<file path="config.mk">
export PLATFORM = sky130hd
export DESIGN_NAME = serial_feeder
export DESIGN_NICKNAME = d
export VERILOG_FILES = /design/src/rtl/serial_feeder_pkg.sv /design/src/rtl/serial_feeder.sv
export SDC_FILE = /design/constraint.sdc
export NUM_CORES = 1
export LEC_CHECK = 0
export CELL_PAD_IN_SITES_DETAIL_PLACEMENT = 2
export CELL_PAD_IN_SITES_GLOBAL_PLACEMENT = 2
export CORE_ASPECT_RATIO = 0.8
export CORE_MARGIN = 3
export CORE_UTILIZATION = 38
export DETAILED_ROUTE_END_ITERATION = 8
export GPL_ROUTABILITY_DRIVEN = 0
export PLACE_DENSITY = 0.86
export SETUP_SLACK_MARGIN = 0.4
export SLEW_MARGIN = 5
export SYNTH_ARGS = -nofsm -noshare
export SYNTH_HDL_FRONTEND = slang
export SYNTH_SLANG_ARGS = --single-unit
</file>
<file path="constraint.sdc">
create_clock -name clk -period 4.3 [get_ports clk]
set_input_delay 1.075 -clock clk [delete_from_list [all_inputs] [get_ports clk]]
set_output_delay 1.075 -clock clk [all_outputs]
set_load 0.01 [all_outputs]
</file>
<file path="src/rtl/serial_feeder_pkg.sv">
// Parameters shared by the serial feeder and the downstream sequence detector.
`timescale 1ns/1ps
package serial_feeder_pkg;

  localparam int DEFAULT_W = 8;

  typedef enum logic {
    IDLE  = 1'b0,
    SHIFT = 1'b1
  } state_t;

endpackage

</file>
<file path="src/rtl/serial_feeder.sv">
// Parallel-to-serial feeder: one bit per cycle, first bit the cycle after acceptance, words back-to-back.
// Two-word storage (shifter + pending); din_ready drops only while the pending slot is occupied.
`timescale 1ns/1ps
module serial_feeder
  import serial_feeder_pkg::*;
#(
  parameter int W         = DEFAULT_W,
  parameter bit MSB_FIRST = 1'b1
) (
  input  logic         clk,
  input  logic         rst,
  input  logic         din_valid,
  input  logic [W-1:0] din_data,
  output logic         din_ready,
  output logic         dout,
  output logic         dout_valid,
  output logic         word_done,
  output logic         busy
);

  localparam int CW = (W > 1) ? $clog2(W) : 1;
  localparam logic [CW-1:0] LAST   = CW'(W - 1);
  localparam logic [CW-1:0] PENULT = CW'(W - 2);

  state_t         state;
  state_t         next_state;
  logic [W-1:0]   shreg;
  logic [W-1:0]   pend;
  logic           pend_full;
  logic [CW-1:0]  cnt;

  logic           accept;
  logic           last_bit;
  logic           load_din;
  logic           load_pend;
  logic           advance;
  logic           capture_pend;
  logic [W-1:0]   load_word;

  function automatic logic head(input logic [W-1:0] w);
    return MSB_FIRST ? w[W-1] : w[0];
  endfunction

  function automatic logic [W-1:0] step(input logic [W-1:0] w);
    return MSB_FIRST ? (w << 1) : (w >> 1);
  endfunction

  assign din_ready = ~pend_full;
  assign accept    = din_valid & ~pend_full;
  assign last_bit  = (state == SHIFT) && (cnt == LAST);
  assign load_word = load_pend ? pend : din_data;

  always_ff @(posedge clk or posedge rst) begin
    if (rst) state <= IDLE;
    else     state <= next_state;
  end

  always_comb begin
    next_state = state;
    case (state)
      IDLE:    if (accept) next_state = SHIFT;
      SHIFT:   if (last_bit && !pend_full && !accept) next_state = IDLE;
      default: next_state = IDLE;
    endcase
  end

  // At the last bit the pending word wins; a fresh word only loads directly when pending is empty.
  always_comb begin
    load_din     = 1'b0;
    load_pend    = 1'b0;
    advance      = 1'b0;
    capture_pend = 1'b0;
    case (state)
      IDLE: load_din = accept;
      SHIFT: begin
        if (last_bit) begin
          if (pend_full) load_pend = 1'b1;
          else           load_din  = accept;
        end else begin
          advance      = 1'b1;
          capture_pend = accept;
        end
      end
      default: ;
    endcase
  end

  always_ff @(posedge clk or posedge rst) begin
    if (rst) begin
      shreg      <= '0;
      pend       <= '0;
      pend_full  <= 1'b0;
      cnt        <= '0;
      dout       <= 1'b0;
      dout_valid <= 1'b0;
      word_done  <= 1'b0;
      busy       <= 1'b0;
    end else begin
      busy <= (next_state == SHIFT);
      if (load_din || load_pend) begin
        shreg      <= step(load_word);
        dout       <= head(load_word);
        dout_valid <= 1'b1;
        word_done  <= 1'b0;
        cnt        <= '0;
      end else if (advance) begin
        shreg      <= step(shreg);
        dout       <= head(shreg);
        dout_valid <= 1'b1;
        word_done  <= (cnt == PENULT);
        cnt        <= cnt + 1'b1;
      end else begin
        dout       <= 1'b0;
        dout_valid <= 1'b0;
        word_done  <= 1'b0;
        cnt        <= '0;
      end

      if (load_pend) begin
        pend_full <= 1'b0;
      end else if (capture_pend) begin
        pend      <= din_data;
        pend_full <= 1'b1;
      end
    end
  end

endmodule

</file>
Yosys cells after proc, flatten, opt, wreduce, memory -nomap -nowiden
Cells that the tools add are included.
{ "classes": {"add_sub_neg": 1, "multipliers": 0, "div_mod_pow": 0, "magnitude_cmp": 0, "n_eq_ne": 2, "n_shift": 0, "muxes": 26, "bitwise_logic": 4, "n_reduce_logical": 9} }
{ "op_table": {"columns": ["op", "count"], "rows": [
  ["2-to-1 mux 8 bit", 3],
  ["2-to-1 mux 1 bit", 19],
  ["equality test 3 bit, second input constant", 2],
  ["2-to-1 mux 3 bit", 2],
  ["one-hot mux 1 bit (2 select lines)", 2],
  ["nonzero test 2 bit", 2],
  ["adder 3 x 1 -> 3 bit, second input constant", 1],
  ["logical AND 1 bit", 3],
  ["inverter 1 bit", 3],
  ["logical NOT 1 bit", 2],
  ["AND reduction 2 bit", 1],
  ["bitwise AND 1 bit", 1],
  ["logical OR 1 bit", 1]
]} }
{ "totals": {"regBits": 24, "latch_bits": 0, "mem_bits_rw": 0, "romBits": 0, "output_inout_bits": 5, "mem_count": 0} }

Depth between registers and ports, before layout
{ "depth": {"ltp_word": 7, "mapped_depth": 6, "mapped_depth_nobuf": 5} }

Worst setup path before layout
Ideal clock, no wire load.
{ "synth_path": {"kind": "input to register", "from": "input port din_valid", "to": "register pend[1]", "setup_time_ns": 0.125, "arrival_time_ns": 1.824, "t_required_ns": 4.175, "slack_ns": 2.352, "stages": 4, "path_cell_list": "nor2b_4 > nor2b_2 > buf_6 > mux2_2"} }
{ "synth_via": {"elab_chain_cells": 4} }
{ "synth_rtl": {"columns": ["item", "line_no", "text"], "rows": [
  ["start: declaration", "serial_feeder.sv:12", "input logic din_valid,"],
  ["bitwise AND 1 bit", "serial_feeder.sv:49", "assign accept = din_valid & ~pend_full;"],
  ["2-to-1 mux 1 bit", "serial_feeder.sv:76", "if (last_bit) begin"],
  ["2-to-1 mux 1 bit", "serial_feeder.sv:73", "case (state)"],
  ["AND reduction 2 bit (no source line)", null, null],
  ["end signal: assignment", "serial_feeder.sv:122", "pend <= din_data;"],
  ["end: declaration", "serial_feeder.sv:28", "logic [W-1:0] pend;"]
]} }
No other way between the ends.
A chain may end at the register's enable or synchronous reset.

Worst setup path in the final report
{ "layout_path": {"from": "input port din_valid", "to": "register pend[2]"} }
The elaborated chain is that of the path after synthesis.

==> flow_summary_export.csv <==
group,metric,value,unit
status,outcome,"finished, final reports clean",
die,die-height,54.9,um
place,dp_hpwl,2000,um
global_route,grt.met1_usage,21.9,%
worst_setup_path,arrival,2910,ps
pwr,power.leakage,0.595,nW
timing,timing.fmax,0.363,GHz
worst_setup_path,r2r.worst_path.cells,5,
drt,drtAntennaViolNets,0,
synthesis,netlist_instances,96,
die,rows,17,
clock_network,numCtsBuffers,3,
hold_path,whs_endpoint,"cnt[0]",
pwr,powerDensity,615,mW/mm2
drt,drc,0,
timing,rsz0062_at_grt,"false",
synthesis,synth_flop_cell,"dfrtp_1",
clock_network,post-cts-setup-buffer-count,0,
worst_setup_path,crit_required,4460,ps
die,initial_core_util,40.4,%
global_route,grt_pass1_wl,4470,um
clock_network,clk_latency,260,ps
drt,viasPerCell,5.27,
clock_network,hold_buffers,0,
die,die_w,67.1,um
synthesis,yosys_warnings,0,
clock_network,clkTransAtPathRegs,90,ps
global_route,track_usage,17.4,%
worst_setup_path,crit_slowest_cell,"nor2b_2",
global_route,grt_pass1_vias,838,
drt,postRouteWirelength,2800,um
clock_network,cts_tree,"yes",
timing,slew_headroom,41.3,%
layout,diodes,0,
synthesis,syn_area,0.00113,mm2
synthesis,yosysUniqueCellTypes,30,
global_route,use_met2,30.2,%
timing,skew,3.45,ps
clock_network,cts_sinks,23,
worst_setup_path,crit_fanout,13,
worst_setup_path,r2r_setup_slack,1810,ps
worst_setup_path,cpPeakStageDelay,560,ps
synthesis,synth_most_common_cell,"dfrtp_1",
hold_path,hp-start,"cnt[0]",
synthesis,synth_edf_count,0,
drt,drt_iter0_markers,22,
clock_network,clockRootBuffer,"clkbuf_8",
synthesis,async_reset_ff_share,100,%
global_route,grt_max_degree,24,
drt,wl_per_cell,19.2,um
timing,slew_violations,0,
place,io_buffers,15,
synthesis,synth_area_leader_cell,"dfrtp_1",
layout,area_delta_synth_final,16.4,%
worst_setup_path,cp-startpoint,"din_valid",
timing,hold_viol,0,
synthesis,synth.net_count,110,
worst_setup_path,path_class,"input port to register",
worst_setup_path,critPathLaunchType,"input port",
worst_setup_path,r2r-start,"cnt[0]",
timing,finalSetupViolCount,0,
hold_path,min_path_type,"register to register",
pwr,peakVddDrop,0.000205,V
synthesis,ys_seq_area_share,50.7,%
synthesis,yosys.area.top_type_share,50.7,%
hold_path,hold_depth,1,
synthesis,syn_avg_cell_area,11.8,um2
global_route,grt_util_met3,4.31,%
synthesis,synth-seq-cells,23,
worst_setup_path,r2r_end,"pend[2]",
layout,design.final.nets,123,
synthesis,synth.area.top_cells,"dfrtp_1, mux2_4, ha_1, buf_6, o221a_1",
timing,fin_crit,2750,ps
die,core_area,0.00281,mm2
timing,tns,0,ps
drt,drtPass1Iterations,4,
global_route,overflow,0,
die,die_area,0.00368,mm2
clock_network,ctsResizeCount,0,
global_route,antenna_found_initial,0,
global_route,top_usage_layer,"met2",
clock_network,clockBufferDepth,2,
timing,max_slew.worst_pin.slew,879,ps
synthesis,synth_commonest_cells,"dfrtp_1, inv_1, mux2_4, nor2_1",
job,drv_cap,0,
die,pin_count,16,
drt,via_count,769,
clock_network,cts_htree_levels,1,
worst_setup_path,cp-end-kind,"register",
worst_setup_path,crit_chain,"clkdlybuf4s50_1 -> nor2b_4 -> nor2b_2 -> mux2_2",
timing,period_share,64.0,%
layout,drive_gt1_share,16.7,%
pwr,p_total,813,uW
[cell type report]
type | count | area (um2)
Fill cell | 299 | 1490
Sequential cell | 23 | 576
Multi-Input combinational cell | 58 | 472
Timing Repair Buffer | 15 | 150
Tap cell | 38 | 47.5
Clock buffer | 3 | 41.3
Inverter | 8 | 30.0
Clock inverter | 1 | 5.00
[routing by layer]
metal	routed length (um)	share of wire (%)
met5	0	0
met4	27	0.97
met3	96	3.4
met2	1350	48
met1	1330	47
[how the worst max path moves through the flow]
stage | cells after the start | end | slack [ps]
CTS | 4 | pend[2] | 1560
finish | 4 | pend[2] | 1550
detailed placement | 4 | pend[1] | 1290
global placement | 4 | pend[1] | 1370
global route | 4 | pend[1] | 1440
floorplan | 4 | pend[1] | 2350
[flip-flops by register name, indices dropped and copies added (netlist names)]
signal      cells
busy            1
cnt             3
dout            1
dout_valid      1
pend            8
pend_full       1
shreg           7
word_done       1
[metrics by stage]
stage	std cells	hold WS (ps)	setup WS [ps]	area, um2	util, %
4_1_cts	146	494	1560	1320	47.1
2_1_floorplan	96	431	2350	1130	-
6_report	146	490	1550	1320	47.1
3_5_place_dp	142	483	1290	1270	45.4
5_1_grt	146	525	1440	1320	47.1
3_3_place_gp	142	449	1370	1270	45.4
[cells in the final DEF (no fill, tap or decap)]
cell / n
a31oi_1: 5
nor2b_4: 1
nand3_1: 5
a21bo_2: 1
mux2_4: 6
and3_2: 1
a211oi_1: 3
ha_1: 3
nand2_1: 1
nor2_1: 6
clkdlybuf4s50_1: 15
a22oi_1: 1
clkinv_2: 1
inv_1: 8
o21ai_0: 3
nor2b_2: 1
o221ai_1: 1
dfrtp_1: 23
and3_1: 2
nor2b_1: 3
nand2b_2: 1
a21oi_1: 2
nand2b_4: 1
mux2_2: 2
clkbuf_8: 3
mux2i_1: 1
a21o_1: 2
nor3b_1: 3
o221a_1: 3
[worst max-delay path, delay by kind of cell]
kind                   cells  cell delay (ps)
AND/OR/NAND/NOR            2              930
buffers and inverters      1              500
multiplexers               1              400
[cell families (layout without fill, tap and decap cells)]
kind of cell	after synthesis	after routing	share of synthesized area, %
muxes	9	9	10.8
and+or+nand+nor	25	25	13.9
AOI/OAI and AO/OA	21	21	13.6
buffers and inverters	15	27	7.72
DFF	23	23	50.7
adders and majority gates	3	3	3.31
[where the power goes]
part           leakage [nW]  switching (mW)  internal [mW]  total (mW)
sequential            0.276          0.0640          0.309       0.373
clock                0.0255          0.0726         0.0647       0.137
combinational         0.293           0.141          0.162       0.303
No activity file was read; power rests on OpenSTA's default activity.
